### src/rtl/orbit_pkg.sv
// Shared definitions for the orbit frame former: mode encodings, FSM states
// and helpers that derive frame geometry from the selected mode.
package orbit_pkg;

   localparam logic [2:0] MODE_M16 = 3'd0;
   localparam logic [2:0] MODE_M8  = 3'd1;
   localparam logic [2:0] MODE_M4  = 3'd2;
   localparam logic [2:0] MODE_M2  = 3'd3;
   localparam logic [2:0] MODE_M1  = 3'd4;
   localparam logic [2:0] MODE_MAX = MODE_M1;

   typedef enum logic [1:0] {
      ST_IDLE,
      ST_LOAD,
      ST_SHIFT
   } state_t;

   // Index of the last word in a frame: 2^(addrW-mode) - 1.
   function automatic int unsigned frame_last(input logic [2:0] mode, input int unsigned addrW);
      return (32'd1 << (addrW - 32'(mode))) - 32'd1;
   endfunction

   // Encodings above M1 behave as M1.
   function automatic logic [2:0] clamp_mode(input logic [2:0] mode);
      return (mode > MODE_MAX) ? MODE_MAX : mode;
   endfunction

endpackage

### src/rtl/orbit_bit_timer.sv
// Bit-period divider: counts 0..(BASE_DIV<<mode)-1 and flags the last
// cycle of each bit (strobe) and the first cycle (phase 0).
module orbit_bit_timer #(
   parameter int BASE_DIV = 8,
   parameter int DIV_W    = $clog2(BASE_DIV * 16)
) (
   input  logic       clk,
   input  logic       reset,
   input  logic       i_clear,
   input  logic       i_run,
   input  logic [2:0] i_mode,
   output logic       o_bitStb,
   output logic       o_phase0
);

   logic [DIV_W:0]   w_period;
   logic [DIV_W-1:0] w_tc;
   logic [DIV_W-1:0] r_div;

   assign w_period = (DIV_W + 1)'(BASE_DIV) << i_mode;
   assign w_tc     = DIV_W'(w_period - 1'b1);
   assign o_bitStb = i_run && (r_div == w_tc);
   assign o_phase0 = (r_div == '0);

   always_ff @(posedge clk or negedge reset) begin
      if (!reset)
         r_div <= '0;
      else if (i_clear)
         r_div <= '0;
      else if (i_run)
         r_div <= o_bitStb ? '0 : r_div + 1'b1;
   end

endmodule

### src/rtl/orbit_frame_former.sv
// Mode-selectable telemetry frame former: fetches words from the filler
// buffer and shifts them out MSB-first as NRZ at a mode-scaled bit rate.
module orbit_frame_former
   import orbit_pkg::*;
#(
   parameter int WORD_W   = 12,
   parameter int ADDR_W   = 11,
   parameter int BASE_DIV = 8,
   parameter int RD_LAT   = 1
) (
   input  logic              clk,
   input  logic              reset,
   input  logic              iEnable,
   input  logic [2:0]        iMode,
   input  logic [WORD_W-1:0] iWord,
   output logic [ADDR_W-1:0] oAddr,
   output logic              oRdEn,
   output logic              oSerial,
   output logic              oBitStb,
   output logic              oFrameStart,
   output logic              oBusy
);

   localparam int BIT_W = (WORD_W > 1) ? $clog2(WORD_W) : 1;
   localparam logic [BIT_W-1:0] LAST_BIT = BIT_W'(WORD_W - 1);

   generate
      if (BASE_DIV < RD_LAT + 2) begin : g_divCheck
         $error("BASE_DIV must be at least RD_LAT+2");
      end
      if (RD_LAT < 1 || RD_LAT > 3) begin : g_latCheck
         $error("RD_LAT must be 1 to 3");
      end
   endgenerate

   state_t              r_state, n_state;
   logic [2:0]          r_mode, n_mode;
   logic [ADDR_W-1:0]   r_addr, n_addr;
   logic [ADDR_W-1:0]   r_curIdx, n_curIdx;
   logic [BIT_W-1:0]    r_bit, n_bit;
   logic [WORD_W-1:0]   r_shreg, n_shreg;
   logic [WORD_W-1:0]   r_pf, n_pf;
   logic [RD_LAT-1:0]   r_rdPipe;
   logic                r_rdEn, n_rdEn;
   logic                r_serial, n_serial;
   logic                r_bitStb, n_bitStb;
   logic                r_frameStart, n_frameStart;
   logic                r_busy, n_busy;

   logic                w_timerClear;
   logic                w_wrap;
   logic                w_phase0;
   logic                w_rdTap;
   logic                w_pfCap;
   logic [WORD_W-1:0]   w_pfData;
   logic [2:0]          w_reqMode;
   logic [ADDR_W-1:0]   w_lastIdx;
   logic [BIT_W-1:0]    w_bitInc;

   orbit_bit_timer #(
      .BASE_DIV (BASE_DIV)
   ) u_timer (
      .clk      (clk),
      .reset    (reset),
      .i_clear  (w_timerClear),
      .i_run    (r_state == ST_SHIFT),
      .i_mode   (r_mode),
      .o_bitStb (w_wrap),
      .o_phase0 (w_phase0)
   );

   // The read pipe marks the cycle in which the requested word is on iWord;
   // with the shortest bit period that cycle can coincide with the word boundary.
   assign w_rdTap   = r_rdPipe[RD_LAT-1];
   assign w_pfCap   = (r_state == ST_SHIFT) && w_rdTap;
   assign w_pfData  = w_pfCap ? iWord : r_pf;
   assign w_reqMode = clamp_mode(iMode);
   assign w_lastIdx = ADDR_W'(frame_last(r_mode, ADDR_W));
   assign w_bitInc  = r_bit + 1'b1;

   always_comb begin
      n_state      = r_state;
      n_mode       = r_mode;
      n_addr       = r_addr;
      n_curIdx     = r_curIdx;
      n_bit        = r_bit;
      n_shreg      = r_shreg;
      n_pf         = w_pfData;
      n_rdEn       = 1'b0;
      n_serial     = r_serial;
      n_bitStb     = 1'b0;
      n_frameStart = 1'b0;
      n_busy       = r_busy;
      w_timerClear = 1'b0;
      case (r_state)
         ST_IDLE: begin
            n_serial = 1'b0;
            n_busy   = 1'b0;
            if (iEnable) begin
               n_mode  = w_reqMode;
               n_addr  = '0;
               n_rdEn  = 1'b1;
               n_busy  = 1'b1;
               n_state = ST_LOAD;
            end
         end
         ST_LOAD: begin
            if (w_rdTap) begin
               n_shreg      = iWord;
               n_serial     = iWord[WORD_W-1];
               n_bit        = '0;
               n_curIdx     = '0;
               n_frameStart = 1'b1;
               n_bitStb     = 1'b1;
               w_timerClear = 1'b1;
               n_state      = ST_SHIFT;
            end
         end
         ST_SHIFT: begin
            if (w_phase0 && r_bit == LAST_BIT) begin
               n_rdEn = 1'b1;
               n_addr = (r_addr == w_lastIdx) ? '0 : r_addr + 1'b1;
            end
            if (w_wrap) begin
               n_bitStb = 1'b1;
               if (r_bit != LAST_BIT) begin
                  n_bit    = w_bitInc;
                  n_serial = r_shreg[LAST_BIT - w_bitInc];
               end else if (r_curIdx != w_lastIdx) begin
                  n_shreg  = w_pfData;
                  n_serial = w_pfData[WORD_W-1];
                  n_bit    = '0;
                  n_curIdx = r_curIdx + 1'b1;
               end else if (iEnable && w_reqMode == r_mode) begin
                  n_shreg      = w_pfData;
                  n_serial     = w_pfData[WORD_W-1];
                  n_bit        = '0;
                  n_curIdx     = '0;
                  n_frameStart = 1'b1;
               end else if (iEnable) begin
                  // The wrapped prefetch was addressed under the old frame length.
                  n_mode   = w_reqMode;
                  n_addr   = '0;
                  n_rdEn   = 1'b1;
                  n_serial = 1'b0;
                  n_bitStb = 1'b0;
                  n_state  = ST_LOAD;
               end else begin
                  n_serial = 1'b0;
                  n_bitStb = 1'b0;
                  n_busy   = 1'b0;
                  n_state  = ST_IDLE;
               end
            end
         end
         default: n_state = ST_IDLE;
      endcase
   end

   always_ff @(posedge clk or negedge reset) begin
      if (!reset) begin
         r_state      <= ST_IDLE;
         r_mode       <= '0;
         r_addr       <= '0;
         r_curIdx     <= '0;
         r_bit        <= '0;
         r_shreg      <= '0;
         r_pf         <= '0;
         r_rdPipe     <= '0;
         r_rdEn       <= 1'b0;
         r_serial     <= 1'b0;
         r_bitStb     <= 1'b0;
         r_frameStart <= 1'b0;
         r_busy       <= 1'b0;
      end else begin
         r_state      <= n_state;
         r_mode       <= n_mode;
         r_addr       <= n_addr;
         r_curIdx     <= n_curIdx;
         r_bit        <= n_bit;
         r_shreg      <= n_shreg;
         r_pf         <= n_pf;
         r_rdPipe     <= RD_LAT'({r_rdPipe, r_rdEn});
         r_rdEn       <= n_rdEn;
         r_serial     <= n_serial;
         r_bitStb     <= n_bitStb;
         r_frameStart <= n_frameStart;
         r_busy       <= n_busy;
      end
   end

   assign oAddr       = r_addr;
   assign oRdEn       = r_rdEn;
   assign oSerial     = r_serial;
   assign oBitStb     = r_bitStb;
   assign oFrameStart = r_frameStart;
   assign oBusy       = r_busy;

endmodule

### config.mk
export PLATFORM = sky130hd
export DESIGN_NAME = orbit_frame_former
export DESIGN_NICKNAME = d
export VERILOG_FILES = /design/src/rtl/orbit_pkg.sv /design/src/rtl/orbit_bit_timer.sv /design/src/rtl/orbit_frame_former.sv
export SDC_FILE = /design/constraint.sdc
export NUM_CORES = 1
export LEC_CHECK = 0
export ABC_AREA = 0
export CORE_UTILIZATION = 40
export CTS_BUF_LIST = sky130_fd_sc_hd__clkbuf_4
export CTS_CLUSTER_SIZE = 24
export DETAILED_ROUTE_END_ITERATION = 12
export GPL_TIMING_DRIVEN = 0
export MAX_ROUTING_LAYER = met4
export PLACE_DENSITY = 0.61
export SLEW_MARGIN = 20
export SYNTH_ARGS = -nofsm -noshare
export SYNTH_HDL_FRONTEND = slang
export SYNTH_HIERARCHICAL = 1
export SYNTH_SLANG_ARGS = --single-unit
### constraint.sdc
create_clock -name clk -period 3.2 [get_ports clk]
set_input_delay 0.64 -clock clk [delete_from_list [all_inputs] [get_ports clk]]
set_output_delay 0.64 -clock clk [all_outputs]
set_load 0.05 [all_outputs]
==> qor.txt <==
Syn avg cell area: 9.690 µm²
First-pass GRT wire length: 17670 µm
H-tree depth: 3
Post-Syn Instances: 458
Synth Register Bits: 68
Mapped Nets: 487
Chip Height: 107.3 µm
TritonRoute pass-1 iters: 6
Core area: 10840 µm²
Placer Congestion: 0.8147
Top_reg_cell synth: dfrtp_1
R2r setup slk: 0.11 ns
Row count: 38
Total GRT Usage: 20.22%
Top fanout value on the critical path: 8
Highest clock rate: 323.4 MHz
DR vias/cell: 5.621
DR iter-0 viols: 263
Reg-to-Reg End: r_curIdx[0]$_DFFE_PN0P_
Vias in the first global route: 3522
Antenna viol nets, final: 0
Clk buf depth: 2
CTS tree: yes
Fin. max-slew vios: 0
Post-place setup slack: -0.2771 ns
RSZ-0062 raised after global routing: yes
Vias: 3665
Reg2reg start: r_mode[0]$_DFFE_PN0P_
Post-synth EDFFs: 0
Commonest non-fill, non-tap cell in the layout: dfrtp_1
Max IR drop VDD: 0.3371 mV
Initial antenna violation count: 0
Die ar.: 11520 µm²
Setup CP Type: register to register
Starting density of the core: 40.94%
Largest net degree at the start of global routing: 41
Crit path time final: 3.092 ns
Pwr Density: 732.3 nW/µm²
Sink Count: 68
Distinct cells, synth: 74
HP Class: input port to async pin
Signal arrival time at the worst endpoint: 3.46 ns
Worst r2r path cells: 9
Most frequent cells in the layout: dfrtp_1, nand2_1, clkdlybuf4s50_1
Post-Synthesis Cell Area: 4438 µm²
Clock transition at path regs: 0.12 ns
Status: finished, final reports clean
Setup ws final: 0.1081 ns
Port Buffers: 33
Rel. slew slack: 52.38%
Final Skew: 0.01419 ns
DRC viols: 0
Share of the synthesized area in the top cell type: 38.34%
Hpwl dp: 7398 µm
Synth async-reset ratio: 100.0%
Cts hold-fix bufs: 0
Synth top area cells: dfrtp_1, mux2i_1, mux2_2
Clock root cell: clkbuf_4
Lkg Pwr: 0.002194 µW
Num ports: 34
Final Power: 3829 µW
Diodes inserted: 0
Die extent in x: 107.3 µm
Grt total ovfl: 0
Sequential share of the synthesized area: 38.34%
Number of buffers created by CTS: 9
Startpoint Class: register
Final Util: 48.23%
CP required: 3.57 ns
Worst slew pin tran: 0.7111 ns
WL per Instance: 15.79 µm
Final Cycle Share: 96.62%
CP endpoint kind: register
Hold Violations, Final: 0
Setup Viol. Count Final: 0
Clk Latency, worst-skew pair: 0.43 ns
Share of cells above drive strength 1: 15.82%
P&R area growth vs syn: 17.82%
YS warnings: 6
Nets: 537
Maxcap violations: 0
Detailed Route WL: 10290 µm
Synth area leader: dfrtp_1
[sequential cells by signal, indices dropped and copies added, names as in the netlist]
name and count:
r_rdPipe 1, r_pf 12, r_state 2, oAddr 11
oBusy 1, r_bit 4, oFrameStart 1, r_curIdx 11
oSerial 1, r_mode 3, u_timer/r_div 7, r_shreg 12
oBitStb 1, oRdEn 1
[kinds of logic (layout without fill, tap and decap cells)]
family,count (synthesis),in the layout,share of synthesized area (%)
simple gates,169,169,21.43
xor+xnor,15,15,2.960
compound gates,98,98,17.11
fa+ha+maj,11,11,3.101
flops,68,68,38.34
buf+inv,49,103,4.793
mux,48,48,12.26
[Yosys cell counts (all sizes together), types with 4 or more instances]
library cell and count:
buf 14, nand3b 4, a211oi 4, mux2 18, o22ai 4, and2 8, clkbuf 13, nor3 11
or3 4, nor2b 8, o211ai 4, ha 11, and4b 4, a221o 10, o21ai 18, dfrtp 68
a21oi 18, o21a 6, xor2 12, nand4 13, nand3 12, nand2 38, nor4 9, and3 10
nand2b 10, mux2i 27, inv 22, nor2 24
[worst max-delay path by stage]
stage	from	to
final	r_mode[0]$_DFFE_PN0P_	r_curIdx[0]$_DFFE_PN0P_
after detailed placement	r_mode[2]$_DFFE_PN0P_	r_shreg[3]$_DFFE_PN0P_
after global placement	reset	oAddr[1]$_DFFE_PN0P_
after floorplan	r_mode[2]$_DFFE_PN0P_	r_curIdx[9]$_DFFE_PN0P_
after global routing	u_timer/r_div[0]$_DFFE_PN0P_	oAddr[10]$_DFFE_PN0P_
after CTS	r_mode[0]$_DFFE_PN0P_	r_curIdx[10]$_DFFE_PN0P_
[stage by stage]
| step | setup TNS [ns] | hold WS [ns] | area, µm² | cells |
|---|---|---|---|---|
| global route | -0.01172 | 0.1099 | 5229 | 652 |
| global placement | -72.90 | 0.3640 | 4943 | 631 |
| CTS | 0 | 0.1190 | 5152 | 651 |
| detailed placement | -6.092 | 0.3680 | 4961 | 632 |
| floorplan | 0 | 0.3444 | 4438 | 458 |
| finish | 0 | 0.1203 | 5229 | 652 |
[worst max-delay path, stage by stage (launching register included)]
cell and delay [ns]:
dfrtp_2 0.43, or3_4 0.41, ha_4 0.17, xor2_2 0.15, mux2_4 0.34, a211oi_4 0.33
nand2b_4 0.21, nand3_2 0.16, nor3_2 0.56, mux2_2 0.28
[layout make-up]
cell class	instances	area (µm²)
Fill cell	1052	5612
Timing Repair Buffer	40	392.9
Clock inverter	5	53.80
Tap cell	140	175.2
Multi-Input combinational cell	341	2611
Sequential cell	68	1704
Buffer	26	133.9
Clock buffer	10	75.07
Inverter	22	82.58
[report_power, final]
part	leakage [µW]	total (µW)	switching, µW	internal [µW]
sequential	0.000874	1260	144	1110
combinational	0.00125	2010	1130	881
clock	0.0000659	559	320	239
total	0.00219	3830	1590	2230
[per-layer routing]
layer / GRT usage (%) / routed length, µm
met4: 4.795 / 121
met1: 27.34 / 4881
met3: 4.843 / 403
met5: - / 0
met2: 30.69 / 4888
[repair_timing]
| item | CTS | global route |
|---|---|---|
| pin swaps | 1 | 7 |
| buffers inserted | 4 | 3 |
| gates resized for setup | 7 | 16 |
| setup endpoints to repair | 36 | 34 |
Power figures use the tool's default switching activity.
